--- src/rtl/multicycle_ctrl.sv ---
// rtl/multicycle_ctrl.sv - multicycle LEGv8 control FSM with shared memory handshake
module multicycle_ctrl #(
    parameter int MEM_WAIT_MAX = 15,
    parameter int CNT_W        = 32
) (
    input  logic             clk,
    input  logic             reset,
    input  logic [10:0]      opcode,
    input  logic             zero,
    input  logic             mem_ack,
    output logic             mem_req,
    output logic             mem_we,
    output logic             iord,
    output logic             ir_write,
    output logic             pc_write,
    output logic             pc_src,
    output logic             reg2loc,
    output logic             alu_src,
    output logic [3:0]       alu_ctl,
    output logic             reg_write,
    output logic             mem_to_reg,
    output logic [CNT_W-1:0] instr_count,
    output logic             fault,
    output logic             busy
);

    localparam logic [3:0] ALU_AND  = 4'b0000;
    localparam logic [3:0] ALU_ORR  = 4'b0001;
    localparam logic [3:0] ALU_ADD  = 4'b0010;
    localparam logic [3:0] ALU_SUB  = 4'b0110;
    localparam logic [3:0] ALU_PASS = 4'b0111;

    localparam logic [7:0]       WAIT_LAST = 8'(MEM_WAIT_MAX - 1);
    localparam logic [CNT_W-1:0] CNT_ONE   = {{(CNT_W-1){1'b0}}, 1'b1};

    typedef enum logic [3:0] {
        S_FETCH, S_DECODE, S_ADDR, S_MEM_RD, S_MEM_WR,
        S_WB_LD, S_EXEC_R, S_WB_R, S_BRANCH, S_FAULT
    } state_t;

    typedef enum logic [2:0] {
        K_LDUR, K_STUR, K_CBZ, K_RTYPE, K_ILLEGAL
    } kind_t;

    state_t           state_q, state_d;
    kind_t            kind_q, kind_d, dec_kind;
    logic [3:0]       alu_q, alu_d, dec_alu;
    logic [7:0]       wait_q, wait_d;
    logic [CNT_W-1:0] cnt_q, cnt_d;
    logic             retire;
    logic             req_state;

    always_comb begin
        dec_kind = K_ILLEGAL;
        dec_alu  = ALU_ADD;
        casez (opcode)
            11'b111_1100_0010: dec_kind = K_LDUR;
            11'b111_1100_0000: dec_kind = K_STUR;
            11'b101_1010_0???: dec_kind = K_CBZ;
            11'b100_0101_1000: begin dec_kind = K_RTYPE; dec_alu = ALU_ADD; end
            11'b110_0101_1000: begin dec_kind = K_RTYPE; dec_alu = ALU_SUB; end
            11'b100_0101_0000: begin dec_kind = K_RTYPE; dec_alu = ALU_AND; end
            11'b101_0101_0000: begin dec_kind = K_RTYPE; dec_alu = ALU_ORR; end
            default:           dec_kind = K_ILLEGAL;
        endcase
    end

    always_comb begin
        state_d    = state_q;
        kind_d     = kind_q;
        alu_d      = alu_q;
        wait_d     = 8'd0;
        retire     = 1'b0;
        req_state  = 1'b0;
        mem_req    = 1'b0;
        mem_we     = 1'b0;
        iord       = 1'b0;
        ir_write   = 1'b0;
        pc_write   = 1'b0;
        pc_src     = 1'b0;
        reg2loc    = 1'b0;
        alu_src    = 1'b0;
        alu_ctl    = 4'b0000;
        reg_write  = 1'b0;
        mem_to_reg = 1'b0;
        fault      = 1'b0;
        busy       = 1'b1;

        case (state_q)
            S_FETCH: begin
                req_state = 1'b1;
                mem_req   = 1'b1;
                if (mem_ack) begin
                    ir_write = 1'b1;
                    pc_write = 1'b1;
                    state_d  = S_DECODE;
                end
            end
            S_DECODE: begin
                kind_d  = dec_kind;
                alu_d   = dec_alu;
                reg2loc = (dec_kind == K_STUR) || (dec_kind == K_CBZ);
                case (dec_kind)
                    K_LDUR, K_STUR: state_d = S_ADDR;
                    K_CBZ:          state_d = S_BRANCH;
                    K_RTYPE:        state_d = S_EXEC_R;
                    default:        state_d = S_FAULT;
                endcase
            end
            S_ADDR: begin
                alu_src = 1'b1;
                alu_ctl = ALU_ADD;
                state_d = (kind_q == K_LDUR) ? S_MEM_RD : S_MEM_WR;
            end
            S_MEM_RD: begin
                req_state = 1'b1;
                mem_req   = 1'b1;
                iord      = 1'b1;
                if (mem_ack) state_d = S_WB_LD;
            end
            S_MEM_WR: begin
                req_state = 1'b1;
                mem_req   = 1'b1;
                iord      = 1'b1;
                mem_we    = 1'b1;
                reg2loc   = 1'b1;
                if (mem_ack) begin
                    retire  = 1'b1;
                    state_d = S_FETCH;
                end
            end
            S_WB_LD: begin
                reg_write  = 1'b1;
                mem_to_reg = 1'b1;
                retire     = 1'b1;
                state_d    = S_FETCH;
            end
            S_EXEC_R: begin
                alu_ctl = alu_q;
                state_d = S_WB_R;
            end
            S_WB_R: begin
                reg_write = 1'b1;
                retire    = 1'b1;
                state_d   = S_FETCH;
            end
            S_BRANCH: begin
                reg2loc = 1'b1;
                alu_ctl = ALU_PASS;
                if (zero) begin
                    pc_write = 1'b1;
                    pc_src   = 1'b1;
                end
                retire  = 1'b1;
                state_d = S_FETCH;
            end
            S_FAULT: begin
                fault = 1'b1;
                busy  = 1'b0;
            end
            default: state_d = S_FAULT;
        endcase

        // An ack in the final allowed wait cycle beats the timeout.
        if (req_state && !mem_ack) begin
            if (wait_q == WAIT_LAST) state_d = S_FAULT;
            else                     wait_d  = wait_q + 8'd1;
        end

        cnt_d = retire ? cnt_q + CNT_ONE : cnt_q;

        // Outputs drop in the same cycle reset asserts, even mid-access.
        if (!reset) begin
            mem_req    = 1'b0;
            mem_we     = 1'b0;
            iord       = 1'b0;
            ir_write   = 1'b0;
            pc_write   = 1'b0;
            pc_src     = 1'b0;
            reg2loc    = 1'b0;
            alu_src    = 1'b0;
            alu_ctl    = 4'b0000;
            reg_write  = 1'b0;
            mem_to_reg = 1'b0;
            fault      = 1'b0;
            busy       = 1'b0;
        end
    end

    always_ff @(posedge clk or negedge reset) begin
        if (!reset) begin
            state_q <= S_FETCH;
            kind_q  <= K_ILLEGAL;
            alu_q   <= 4'b0000;
            wait_q  <= 8'd0;
            cnt_q   <= '0;
        end else begin
            state_q <= state_d;
            kind_q  <= kind_d;
            alu_q   <= alu_d;
            wait_q  <= wait_d;
            cnt_q   <= cnt_d;
        end
    end

    assign instr_count = cnt_q;

endmodule

--- config.mk ---
export PLATFORM = sky130hd
export DESIGN_NAME = multicycle_ctrl
export DESIGN_NICKNAME = d
export VERILOG_FILES = /design/src/rtl/multicycle_ctrl.sv
export SDC_FILE = /design/constraint.sdc
export NUM_CORES = 1
export LEC_CHECK = 0
export ABC_AREA = 0
export CORE_MARGIN = 2
export CORE_UTILIZATION = 30
export CTS_CLUSTER_SIZE = 25
export DETAILED_ROUTE_END_ITERATION = 8
export PLACE_DENSITY = 0.61
export SYNTH_ARGS = -nofsm -noshare
export SYNTH_HDL_FRONTEND = slang
export SYNTH_SLANG_ARGS = --single-unit
--- constraint.sdc ---
create_clock -name clk -period 3.7 [get_ports clk]
set_input_delay 0.925 -clock clk [delete_from_list [all_inputs] [get_ports clk]]
set_output_delay 0.925 -clock clk [all_outputs]
set_load 0.05 [all_outputs]
---- Yosys cells after proc, flatten, opt, wreduce, memory -nomap -nowiden ----
Cells that the tools add are included.
Widths: inputs -> output; s select.
storage, ports and cells
  input bits .............................. 15
  bits in registers ....................... 51
  output and inout port bits .............. 48
  logic and storage cells ................. 81
cells by class
  eq/ne operators ......................... 20
  mux-type cells .......................... 41
  $add $sub $neg .......................... 2
  reduce and logical (&&, ||, !) cells .... 13
operator list
  cell                   number
  $eq 11x11->1 const B   6
  $add 32x1->32 const B  1
  $pmux 4 s8             1
  $mux 1                 24
  $mux 4                 6
  $pmux 4 s3             2
  $eq 4x3->1 const B     4
  $mux 8                 2
  $pmux 3 s4             1
  $pmux 3 s3             1
  $add 8x1->8 const B    1
  $eq 4x2->1 const B     2
  $eq 4x4->1 const B     2
  $eq 8x4->1 const B     1
  $eq 8x8->1 const B     1
  $reduce_or 2->1        4
  $eq 3x2->1 const B     2
  $logic_not 3->1        2
  $pmux 1 s2             3
  $reduce_or 3->1        2
  $eq 4x1->1 const B     1
  $logic_not 4->1        1
  $reduce_or 4->1        1
  $eq 3x1->1 const B     1
  other kinds (4)        4

---- Depth between registers and ports, before layout ----
Gate-level depths: netlist of run 1.
  depth in word-level cells ............... 9
  gate-level depth with buffers ........... 6
  gate-level depth less buffers ........... 5

---- Least setup slack after synthesis of run 1 ----
Ideal clock, no wire load.
  path kind ............................... input to output
  from .................................... in mem_ack
  to ...................................... out ir_write
  slack ................................... 0.063 ns
  buffers on the path ..................... 1
  required time ........................... 2.775 ns
  cell stages on the path ................. 2
  data arrival time ....................... 2.712 ns
  cell sequence ........................... clkbuf_2 nor4b_1
on the way
  word-level cells in the longest chain between the ends .. 3
ends and longest elaborated chain
  element          line  text
  start, declared  10    input logic mem_ack,
  $mux 1           93    if (mem_ack) begin
  $mux 1           89    case (state_q)
  $mux 1           173   if (!reset) begin
  end, declared    14    output logic ir_write,
No other way between the ends.

---- Worst setup path in the final report of run 1 ----
  from .................................... in opcode[6]
  to ...................................... out reg2loc
on the way
  word-level cells in the longest chain between the ends .. 7
  elaborated cells on any way between the ends .. 14
  those cells by class .................... eq/ne: 9; mux: 3; reduce/logical: 2
ends and longest elaborated chain
  element                                          line  text
  start, declared                                  8     input logic [10:0] opcode,
  $eq 11x11->1                                     56    casez (opcode)
  $reduce_or 4->1 (no line)                        --
  $pmux 3 s4 *                                     56
  $eq 3x1->1 / $eq 3x2->1 (equally long branches)  102   reg2loc = (dec_kind == K_STUR) || (dec_kind == K_CBZ);
  $logic_or 1x1->1 *                               102
  $pmux 1 s2 *                                     89
  $mux 1 *                                         173
  end, declared                                    17    output logic reg2loc,
Every way passes the cells marked *; elsewhere a longest branch is shown, timed or not.

==> out/results.ini, run 1 <==
[route]
routed_wl_mm = 6.31
drt-initial-drc-count = 100
dr.pass1.iters = 4
ant_nets = 0
drcViolationCount = 0
vias = 2339
avgViaCountPerCell = 5.13
wire_per_inst_um = 13.8

[synthesis]
synth_warnings = 0
synth_nets = 304
ys_types = 55
synth_top_area_share_pct = 44.3
syn_avg_cell_area_um2 = 9.67
syn_area_um2 = 2770
synth_edf_count = 0
synth_top_cell_by_area = dfrtp_1
yosys.area_share.simple_pct = 28.2
muxShareOfSynthArea_pct = 1.18
ys_ff_latch = 50
synth_top_family_by_area = simple AND/OR/NAND/NOR gates
synthXorXnorAreaFrac_pct = 11.7
synth_compound_area_share_pct = 8.46
async_flop_share_pct = 100
yosysSeqAreaShare_pct = 45.3
synth_area_leaders = dfrtp_1 44%, xor2_1 6.0%, xnor2_1 5.7%, nor2_1 3.8%, nand4_1 3.4%
synth-main-ff-cell = dfrtp_1
synthAdderAreaFrac_pct = 1.36
syn_inst = 286

[pwr]
leakage_nw = 1.58
cellPowerDensity_nw_per_um2 = 265
p_total_uw = 988
peakVddDrop_mv = 0.130

[critical_path]
worstPathCellList = clkdlybuf4s50_1 > nor3b_1 > nand4_1 > a21oi_1 > o21a_1 > buf_12
worstRegToRegCells = 5
crit_arrival_ns = 2.39
endpoint = reg2loc
slowest_stage = clkdlybuf4s50_1
reg2reg_to = instr_count[26]
worstPathRequired_ns = 2.77
cp-startpoint = opcode[6]
reg2reg_from = state_q[2]
critPathMaxStageDelay_ns = 0.52
critPathLaunchType = input port
path_class = in -> out
critPathMaxFanout = 4
r2r_slack_ns = 1.33
critPathCaptureType = primary output

[finish]
fill_cells = 906
final_cell_mix = 49 x dfrtp_1, 45 x clkdlybuf4s50_1, 28 x nor2_1, 21 x nand2_1, 19 x xor2_1
diodes = 0
drive_above_1_share_pct = 10.7
final_common_cell = dfrtp_1
fin_cells = 456
syn2layout_area_growth_pct = 34.9
design_area_um2 = 3730
nets = 362
utilization_pct = 41.0

[sta]
final_hold_viol_count = 0
setup_tns_ns = 0
finalMaxSlewViolations = 0
period_share_pct = 89.6
setup_viol = 0
rsz0062_at_grt = no
maxSlewHeadroom_pct = 19.9
fin_skew_ns = 0.0148
worst_pin_slew_ns = 1.19
max_freq_mhz = 302
period_needed_ns = 3.31

[floorplan]
row_count = 35
dieWidth_um = 100
core_region_area_um2 = 9110
initial_core_util_pct = 30.4
die_h_um = 100
ios = 63
dieArea_um2 = 10000

[clock_tree]
cts_setup_buffers = 0
cts_tree = done
h-tree-depth = 2
ctsResizeCount = 0
clkTransAtPathRegs_ns = 0.09
cts-root-buf = clkbuf_8
clock-sinks = 50
postCtsHoldBufs = 0
clk_path_buf_depth = 2
insertion_delay_ns = 0.31
cts_made_buffers = 5

[place]
gp_congestion = 0.757
hpwl_mm = 4.55
dp_cells = 448
placed_area_um2 = 3620
portBuffers = 61

[grt]
grt_pass1_wl_mm = 10.8
grt_pass1_vias = 2265
grt_max_degree = 48
grt_antenna_before_repair = 0
grt_use_total_pct = 13.1
overflow = 0

[run_status]
status = completed

[run]
cap_violations = 0

[min_path]
hp-class = in -> async

metal layers:
metal  up-vias  part of all wire [%]  GRT usage (%)
li1       1135                     -              -
met1      1146                    47           17.2
met2        52                    48           22.4
met3         6                   3.9           2.72
met4         0                  0.94           3.16
met5         -                     0              0
logic make-up (layout without fill, tap and decap cells):
kind of cell | Yosys count | after routing
AO/OA/AOI/OAI | 31 | 31
XOR/XNOR | 37 | 37
adder cells (fa/ha/maj) | 3 | 3
buffers and inverters | 22 | 81
flip-flops | 50 | 50
multiplexers | 3 | 3
other | 1 | 1
AND/OR/NAND/NOR | 139 | 139
synth_stat cells, types with 3 or more instances:
master,n
o21ai_0,6
nor4b_1,3
nor2_1,28
and3_1,7
nor4_1,5
inv_1,8
nand2_1,21
and4_1,3
a31oi_1,3
nand2b_1,8
nor2b_1,4
dfrtp_1,49
a21oi_1,4
o41ai_1,3
xor2_1,19
clkbuf_1,7
or3_1,4
nand3_1,10
nand4_1,15
xnor2_1,18
ha_1,3
nor3_1,16
how the worst min path moves through the flow:
stage	from	end	slack (ns)	cells past startpoint
floorplan	alu_q[1]	alu_q[1]	0.44	2
global placement	alu_q[1]	alu_q[1]	0.46	2
finish	reset	alu_q[0]	0.46	1
global route	reset	alu_q[2]	0.45	1
CTS	reset	alu_q[0]	0.45	1
detailed placement	instr_count[31]	instr_count[31]	0.47	1
through the flow:
step           worst slack (ns)  hold WS, ns
2_1_floorplan            0.0629        0.441
3_3_place_gp              0.438        0.461
4_1_cts                   0.380        0.446
6_report                  0.385        0.456
5_1_grt                   0.205        0.446
3_5_place_dp              0.400        0.467
where the power goes:
part / internal [mW] / total [mW] / switching (mW)
clock network: 0.203 / 0.395 / 0.192
registers: 0.546 / 0.546 / 0
logic: 0.0203 / 0.0465 / 0.0262
state kept, by name, indices dropped and copies added, names as in the netlist:
name,flops
wait_q,8
instr_count,32
state_q,4
alu_q,3
kind_q,3
layout make-up:
class                           instances  area [um^2]  area share, %
Timing Repair Buffer                   65          786           21.1
Inverter                                8         30.0          0.805
Clock buffer                            5         68.8           1.84
Multi-Input combinational cell        214         1410           37.8
Clock inverter                          3         43.8           1.17
Sequential cell                        50         1250           33.6
Tap cell                              111          139           3.72
critical path, delay by kind of cell:
| kind | cells | cell delay, ns |
|---|---|---|
| buffers and inverters | 2 | 0.67 |
| AO/OA/AOI/OAI | 2 | 0.37 |
| AND/OR/NAND/NOR | 2 | 0.43 |
Note: power is estimated with default switching activity, not from simulation.
==> run 2: changes to the inputs <==
--- a/config.mk
+++ b/config.mk
@@ -6,10 +6,12 @@
 export NUM_CORES = 1
 export LEC_CHECK = 0
 export ABC_AREA = 0
+export CORE_ASPECT_RATIO = 0.9
 export CORE_MARGIN = 2
 export CORE_UTILIZATION = 30
 export CTS_CLUSTER_SIZE = 25
 export DETAILED_ROUTE_END_ITERATION = 8
+export HOLD_SLACK_MARGIN = 0.06
 export PLACE_DENSITY = 0.61
 export SYNTH_ARGS = -nofsm -noshare
 export SYNTH_HDL_FRONTEND = slang
==> run 2 against run 1 <==
Effect of this change:
- clock power is essentially flat
- sequential cell count unchanged
- utilization is 1.2 points lower
- sequential power is essentially flat
- non-clock buffer count did not move
- power decreased by 0.14%
- via count fell by 2.6%
- count of clock-buffer cells in the layout did not move
- sequential share of layout area increased by 1.2 points
- wire length down 1.5%
- hold slack gained 0.024 ns
- cell area fell by 3.5%
- highest routed layer unchanged
==> out/results.ini, run 2 (synthesized netlist as in run 1, its figures left out) <==
[critical_path]
r2r_slack_ns = 1.33  ; about the same
cp_top_family = buffers and inverters
path_class = in -> out
critPathMaxFanout = 4  ; unchanged
reg2reg_to = instr_count[28]
worstRegToRegCells = 5  ; unchanged
critPathMaxStageDelay_ns = 0.54  ; +0.02 ns
crit_buf_inv = 2  ; unchanged
critPathLaunchType = input port
reg2reg_from = state_q[2]
critPathCaptureType = primary output
worstPathCellList = clkdlybuf4s50_1 > and4b_1 > nand4_1 > a21oi_1 > o21a_1 > buf_12
worstPathRequired_ns = 2.77  ; about the same
crit_arrival_ns = 2.38  ; about the same
slowest_stage = clkdlybuf4s50_1

[route]
wire_per_inst_um = 13.3  ; -3.8%
drcViolationCount = 0  ; unchanged
ant_nets = 0  ; unchanged
drt-initial-drc-count = 69  ; -31%
routed_wl_mm = 6.21  ; -1.5%
dr.pass1.iters = 4  ; unchanged
vias = 2278  ; -2.6%
avgViaCountPerCell = 4.88  ; -4.9%

[place]
hpwl_mm = 4.61  ; +1.3%
gp_congestion = 0.746  ; -1.5%
dp_slack_ns = 0.408  ; +0.00730 ns
dp_cells = 459  ; +2.5%
portBuffers = 61  ; unchanged

[sta]
setup_tns_ns = 0  ; unchanged
holdWs_ns = 0.480  ; +0.0238 ns
period_share_pct = 89.3  ; -0.30 points
period_needed_ns = 3.30  ; -0.0109 ns
maxSlewHeadroom_pct = 29.2  ; +9.3 points
fin_skew_ns = 0.0157  ; +0.000846 ns
setup_slack_ns = 0.396  ; +0.0109 ns
worst_pin_slew_ns = 1.05  ; -0.139 ns
max_freq_mhz = 303  ; +0.33%
setup_viol = 0  ; unchanged
finalMaxSlewViolations = 0  ; unchanged
final_hold_viol_count = 0  ; unchanged
rsz0062_at_grt = no

[min_path]
hp-class = reg -> reg
hold_start = alu_q[1]
hold_end = alu_q[1]
whs_path_depth = 2

[clock_tree]
cts_setup_buffers = 0  ; unchanged
clock-sinks = 50  ; unchanged
postCtsHoldBufs = 0  ; unchanged
insertion_delay_ns = 0.31  ; about the same
cts_made_buffers = 5  ; unchanged
ctsResizeCount = 0  ; unchanged
cts_tree = done
clk_path_buf_depth = 2  ; unchanged
h-tree-depth = 2  ; unchanged
clkTransAtPathRegs_ns = 0.09  ; about the same
cts-root-buf = clkbuf_8

[grt]
grt_pass1_wl_mm = 10.6  ; -1.9%
grt_antenna_before_repair = 0  ; unchanged
grt_use_total_pct = 13.0  ; -0.15 points
grt_pass1_vias = 2162  ; -4.5%
grt_max_degree = 37  ; -23%
overflow = 0  ; unchanged

[floorplan]
core_region_area_um2 = 9040  ; -0.73%
dieArea_um2 = 10000  ; about the same
dieWidth_um = 105  ; +5.2%
ios = 63  ; unchanged
initial_core_util_pct = 30.6  ; +0.22 points
die_h_um = 95.1  ; -4.9%
row_count = 33  ; -5.7%

[finish]
drive_above_1_share_pct = 10.7  ; unchanged
diodes = 0  ; unchanged
fin_cells = 467  ; +2.4%
nets = 362  ; unchanged
final_common_cell = dfrtp_1
syn2layout_area_growth_pct = 30.2
largest_reg_flops = 32  ; unchanged
final_cell_mix = 49 x dfrtp_1, 45 x clkdlybuf4s50_1, 28 x nor2_1, 21 x nand2_1, 19 x xor2_1
utilization_pct = 39.8  ; -1.2 points

[run_status]
status = completed

[pwr]
leakage_nw = 1.54  ; -2.3%
cellPowerDensity_nw_per_um2 = 274  ; +3.5%
peakVddDrop_mv = 0.143  ; +9.7%

[run]
cap_violations = 0  ; unchanged

run 2: worst reg2reg max path, cell delays in order (launching register included):
cell	delay (ns)
dfrtp_1	0.75
nor4bb_1	0.61
o311ai_2	0.16
buf_4	0.22
nor4_1	0.40
xor2_1	0.18
run 2: worst max path at each step:
stage / start / to / slack [ns] / depth (start not counted)
after floorplan: mem_ack / ir_write / 0.06 / 2
after global placement: opcode[8] / reg2loc / 0.44 / 6
after detailed placement: opcode[6] / reg2loc / 0.41 / 6
after CTS: opcode[6] / reg2loc / 0.40 / 6
after global routing: opcode[6] / reg2loc / 0.27 / 6
final: opcode[8] / reg2loc / 0.40 / 6
run 2: cell type report:
| cell class | count | area, um^2 |
|---|---|---|
| repair buffers | 65 | 636 |
| inverters | 8 | 30.0 |
| flip-flops and latches | 50 | 1250 |
| clock buffers | 5 | 68.8 |
| clock inverters | 3 | 48.8 |
| multi-input cells | 214 | 1410 |
| well taps | 122 | 153 |
| fillers | 901 | 5440 |
run 2: routing by layer:
metal / up-vias / global-route usage [%] / wire length (um)
met1: 1104 / 19.2 / 3280
met4: 0 / 4.00 / 70
li1: 1131 / - / -
met5: - / 0 / 0
met3: 4 / 2.67 / 199
met2: 39 / 19.1 / 2660
run 2: through the flow:
stage               power [mW]  area, um^2
floorplan                0.570        2770
global placement         0.602        3480
detailed placement       0.603        3480
CTS                       1.01        3600
global route              1.03        3600
finish                   0.986        3600
run 2: power breakdown:
group          leakage (nW)  internal, mW  switching, mW
combinational         0.817        0.0189         0.0263
sequential            0.669         0.546              0
clock                0.0563         0.206          0.189
==> run 3: changes to the inputs <==
--- a/config.mk
+++ b/config.mk
@@ -5,14 +5,15 @@
 export SDC_FILE = /design/constraint.sdc
 export NUM_CORES = 1
 export LEC_CHECK = 0
-export ABC_AREA = 0
 export CORE_ASPECT_RATIO = 0.9
 export CORE_MARGIN = 2
 export CORE_UTILIZATION = 30
+export CTS_BUF_LIST = sky130_fd_sc_hd__clkbuf_4 sky130_fd_sc_hd__clkbuf_8
 export CTS_CLUSTER_SIZE = 25
 export DETAILED_ROUTE_END_ITERATION = 8
+export DONT_BUFFER_PORTS = 1
 export HOLD_SLACK_MARGIN = 0.06
-export PLACE_DENSITY = 0.61
+export PLACE_DENSITY = 0.53
 export SYNTH_ARGS = -nofsm -noshare
 export SYNTH_HDL_FRONTEND = slang
 export SYNTH_SLANG_ARGS = --single-unit
==> run 3 against run 2 <==
Effect of this change:
- non-clock buffer count decreased by 49
- sequential power about the same
- sequential share of layout area increased by 5.7 points
- register-to-register slack got worse by 0.10 ns
- clock power about the same
==> out/results.ini, run 3 (synthesized netlist as in run 1, its figures left out) <==
[run_status]
status = completed

[finish]
largest_reg_flops = 32  ; unchanged
diodes = 0  ; unchanged
fin_cells = 418  ; -10%
final_common_cell = dfrtp_1
design_area_um2 = 3090  ; -14%
fill_cells = 934  ; +3.7%
drive_above_1_share_pct = 11.8  ; +1.1 points
final_cell_mix = 49 x dfrtp_1, 28 x nor2_1, 21 x nand2_1, 19 x xor2_1, 18 x xnor2_1
nets = 313  ; -14%
syn2layout_area_growth_pct = 11.8

[clock_tree]
postCtsHoldBufs = 0  ; unchanged
ctsResizeCount = 0  ; unchanged
cts_setup_buffers = 0  ; unchanged
clk_path_buf_depth = 2  ; unchanged
h-tree-depth = 2  ; unchanged
insertion_delay_ns = 0.30  ; about the same
cts_tree = done
clock-sinks = 50  ; unchanged
cts-root-buf = clkbuf_8
cts_made_buffers = 5  ; unchanged
clkTransAtPathRegs_ns = 0.11  ; +0.02 ns

[pwr]
peakVddDrop_mv = 0.172  ; +21%
p_int_uw = 755  ; -2.1%
leakage_nw = 1.36  ; -12%
power_frac_seq_pct = 57.1  ; +1.7 points
p_clk_share_pct = 41.5  ; +1.5 points
p_sw_uw = 202  ; -6.3%
power_frac_comb_pct = 1.4  ; -3.2 points
swShare_pct = 21.1  ; -0.73 points
cellPowerDensity_nw_per_um2 = 309  ; +13%

[floorplan]
dieWidth_um = 105  ; unchanged
initial_core_util_pct = 30.6  ; unchanged
die_h_um = 95.1  ; unchanged
dieArea_um2 = 10000  ; unchanged
core_region_area_um2 = 9040  ; unchanged
row_count = 33  ; unchanged
ios = 63  ; unchanged

[critical_path]
crit_buf_inv = 0  ; -2
critPathCaptureType = primary output
worstPathRequired_ns = 2.77  ; about the same
path_class = reg -> out
critPathLaunchType = flip-flop
worstPathCellList = nand2b_1 > or3_1 > a21oi_1 > o21a_1
slowest_stage = dfrtp_1
crit_arrival_ns = 2.22  ; -0.16 ns
critPathMaxFanout = 15  ; +11
cp_top_family = simple AND/OR/NAND/NOR gates
critPathMaxStageDelay_ns = 0.55  ; about the same

[grt]
overflow = 0  ; unchanged
grt_pass1_vias = 2011  ; -7.0%
grt_max_degree = 56  ; +51%
grt_use_total_pct = 12.6  ; -0.41 points
grt_antenna_before_repair = 0  ; unchanged
grt_pass1_wl_mm = 10.3  ; -2.4%

[sta]
setup_viol = 0  ; unchanged
holdWs_ns = 0.303  ; -0.177 ns
worst_pin_slew_ns = 0.832  ; -0.221 ns
setup_slack_ns = 0.556  ; +0.160 ns
finalMaxSlewViolations = 0  ; unchanged
period_share_pct = 85.0  ; -4.3 points
fin_skew_ns = 0.0126  ; -0.00303 ns
period_needed_ns = 3.14  ; -0.160 ns
rsz0062_at_grt = no
maxSlewHeadroom_pct = 44.3  ; +15 points
final_hold_viol_count = 0  ; unchanged
max_freq_mhz = 318  ; +5.1%
setup_tns_ns = 0  ; unchanged

[route]
wire_per_inst_um = 14.7  ; +10%
drcViolationCount = 0  ; unchanged
ant_nets = 0  ; unchanged
dr.pass1.iters = 4  ; unchanged
avgViaCountPerCell = 4.99  ; +2.4%
drt-initial-drc-count = 57  ; -17%
routed_wl_mm = 6.14  ; -1.1%
vias = 2087  ; -8.4%

[run]
cap_violations = 0  ; unchanged

[min_path]
hp-class = in -> async

[place]
placed_area_um2 = 2980  ; -14%
portBuffers = 0  ; -100%
gp_congestion = 0.736  ; -1.4%
hpwl_mm = 4.29  ; -7.0%
dp_cells = 410  ; -11%
dp_slack_ns = 0.859  ; +0.451 ns

-- run 3: cell types whose count changed in the layout (fill, tap and decap cells not counted), sizes merged --
cell / delta
clkdlybuf4s50: -45
buf: -4
clkinv: +1
clkinvlp: -1
-- run 3: area by class of cell --
type | instances | area (um^2) | share of cell area (%)
inverter | 8 | 30.0 | 0.972
tap | 122 | 153 | 4.94
clock buffer | 5 | 68.8 | 2.23
sequential | 50 | 1250 | 40.5
timing repair buffer | 16 | 120 | 3.89
clock inverter | 3 | 43.8 | 1.42
multi-input combinational | 214 | 1420 | 46.0
-- run 3: path summary, 6_finish.rpt --
| check | from | end | slack, ns | cells after the start |
|---|---|---|---|---|
| hold reg to reg | kind_q[2] | kind_q[2] | 0.51 | 2 |
| max in group asynchronous | reset | kind_q[2] | 3.20 | 0 |
| setup / recovery | state_q[1] | reg2loc | 0.56 | 4 |
| hold / removal | reset | instr_count[15] | 0.30 | 0 |
| setup reg to reg | state_q[2] | instr_count[29] | 1.23 | 5 |
| min in group clk | kind_q[2] | kind_q[2] | 0.51 | 2 |
-- run 3: metrics by stage --
stage | power, mW | utilization [%]
2_1_floorplan | 0.570 | -
3_3_place_gp | 0.570 | 32.9
3_5_place_dp | 0.570 | 32.9
4_1_cts | 0.972 | 34.2
5_1_grt | 0.998 | 34.2
6_report | 0.956 | 34.2
-- run 3: power by group through the flow --
stage          Combinational, mW  Sequential, mW  Clock, mW
5_1_grt                   0.0145           0.546      0.437
2_1_floorplan             0.0134           0.557          0
3_5_place_dp              0.0133           0.557          0
4_1_cts                   0.0134           0.546      0.413
6_report                  0.0134           0.546      0.397
3_3_place_gp              0.0133           0.557          0
-- run 3: metal layers --
layer	share of wire, %	GRT usage [%]	wire length, um	up-vias
li1	-	-	-	1036
met4	0.60	3.00	37	0
met2	45	18.7	2760	39
met5	0	0	0	-
met1	50	18.4	3080	1010
met3	4.3	3.01	267	2
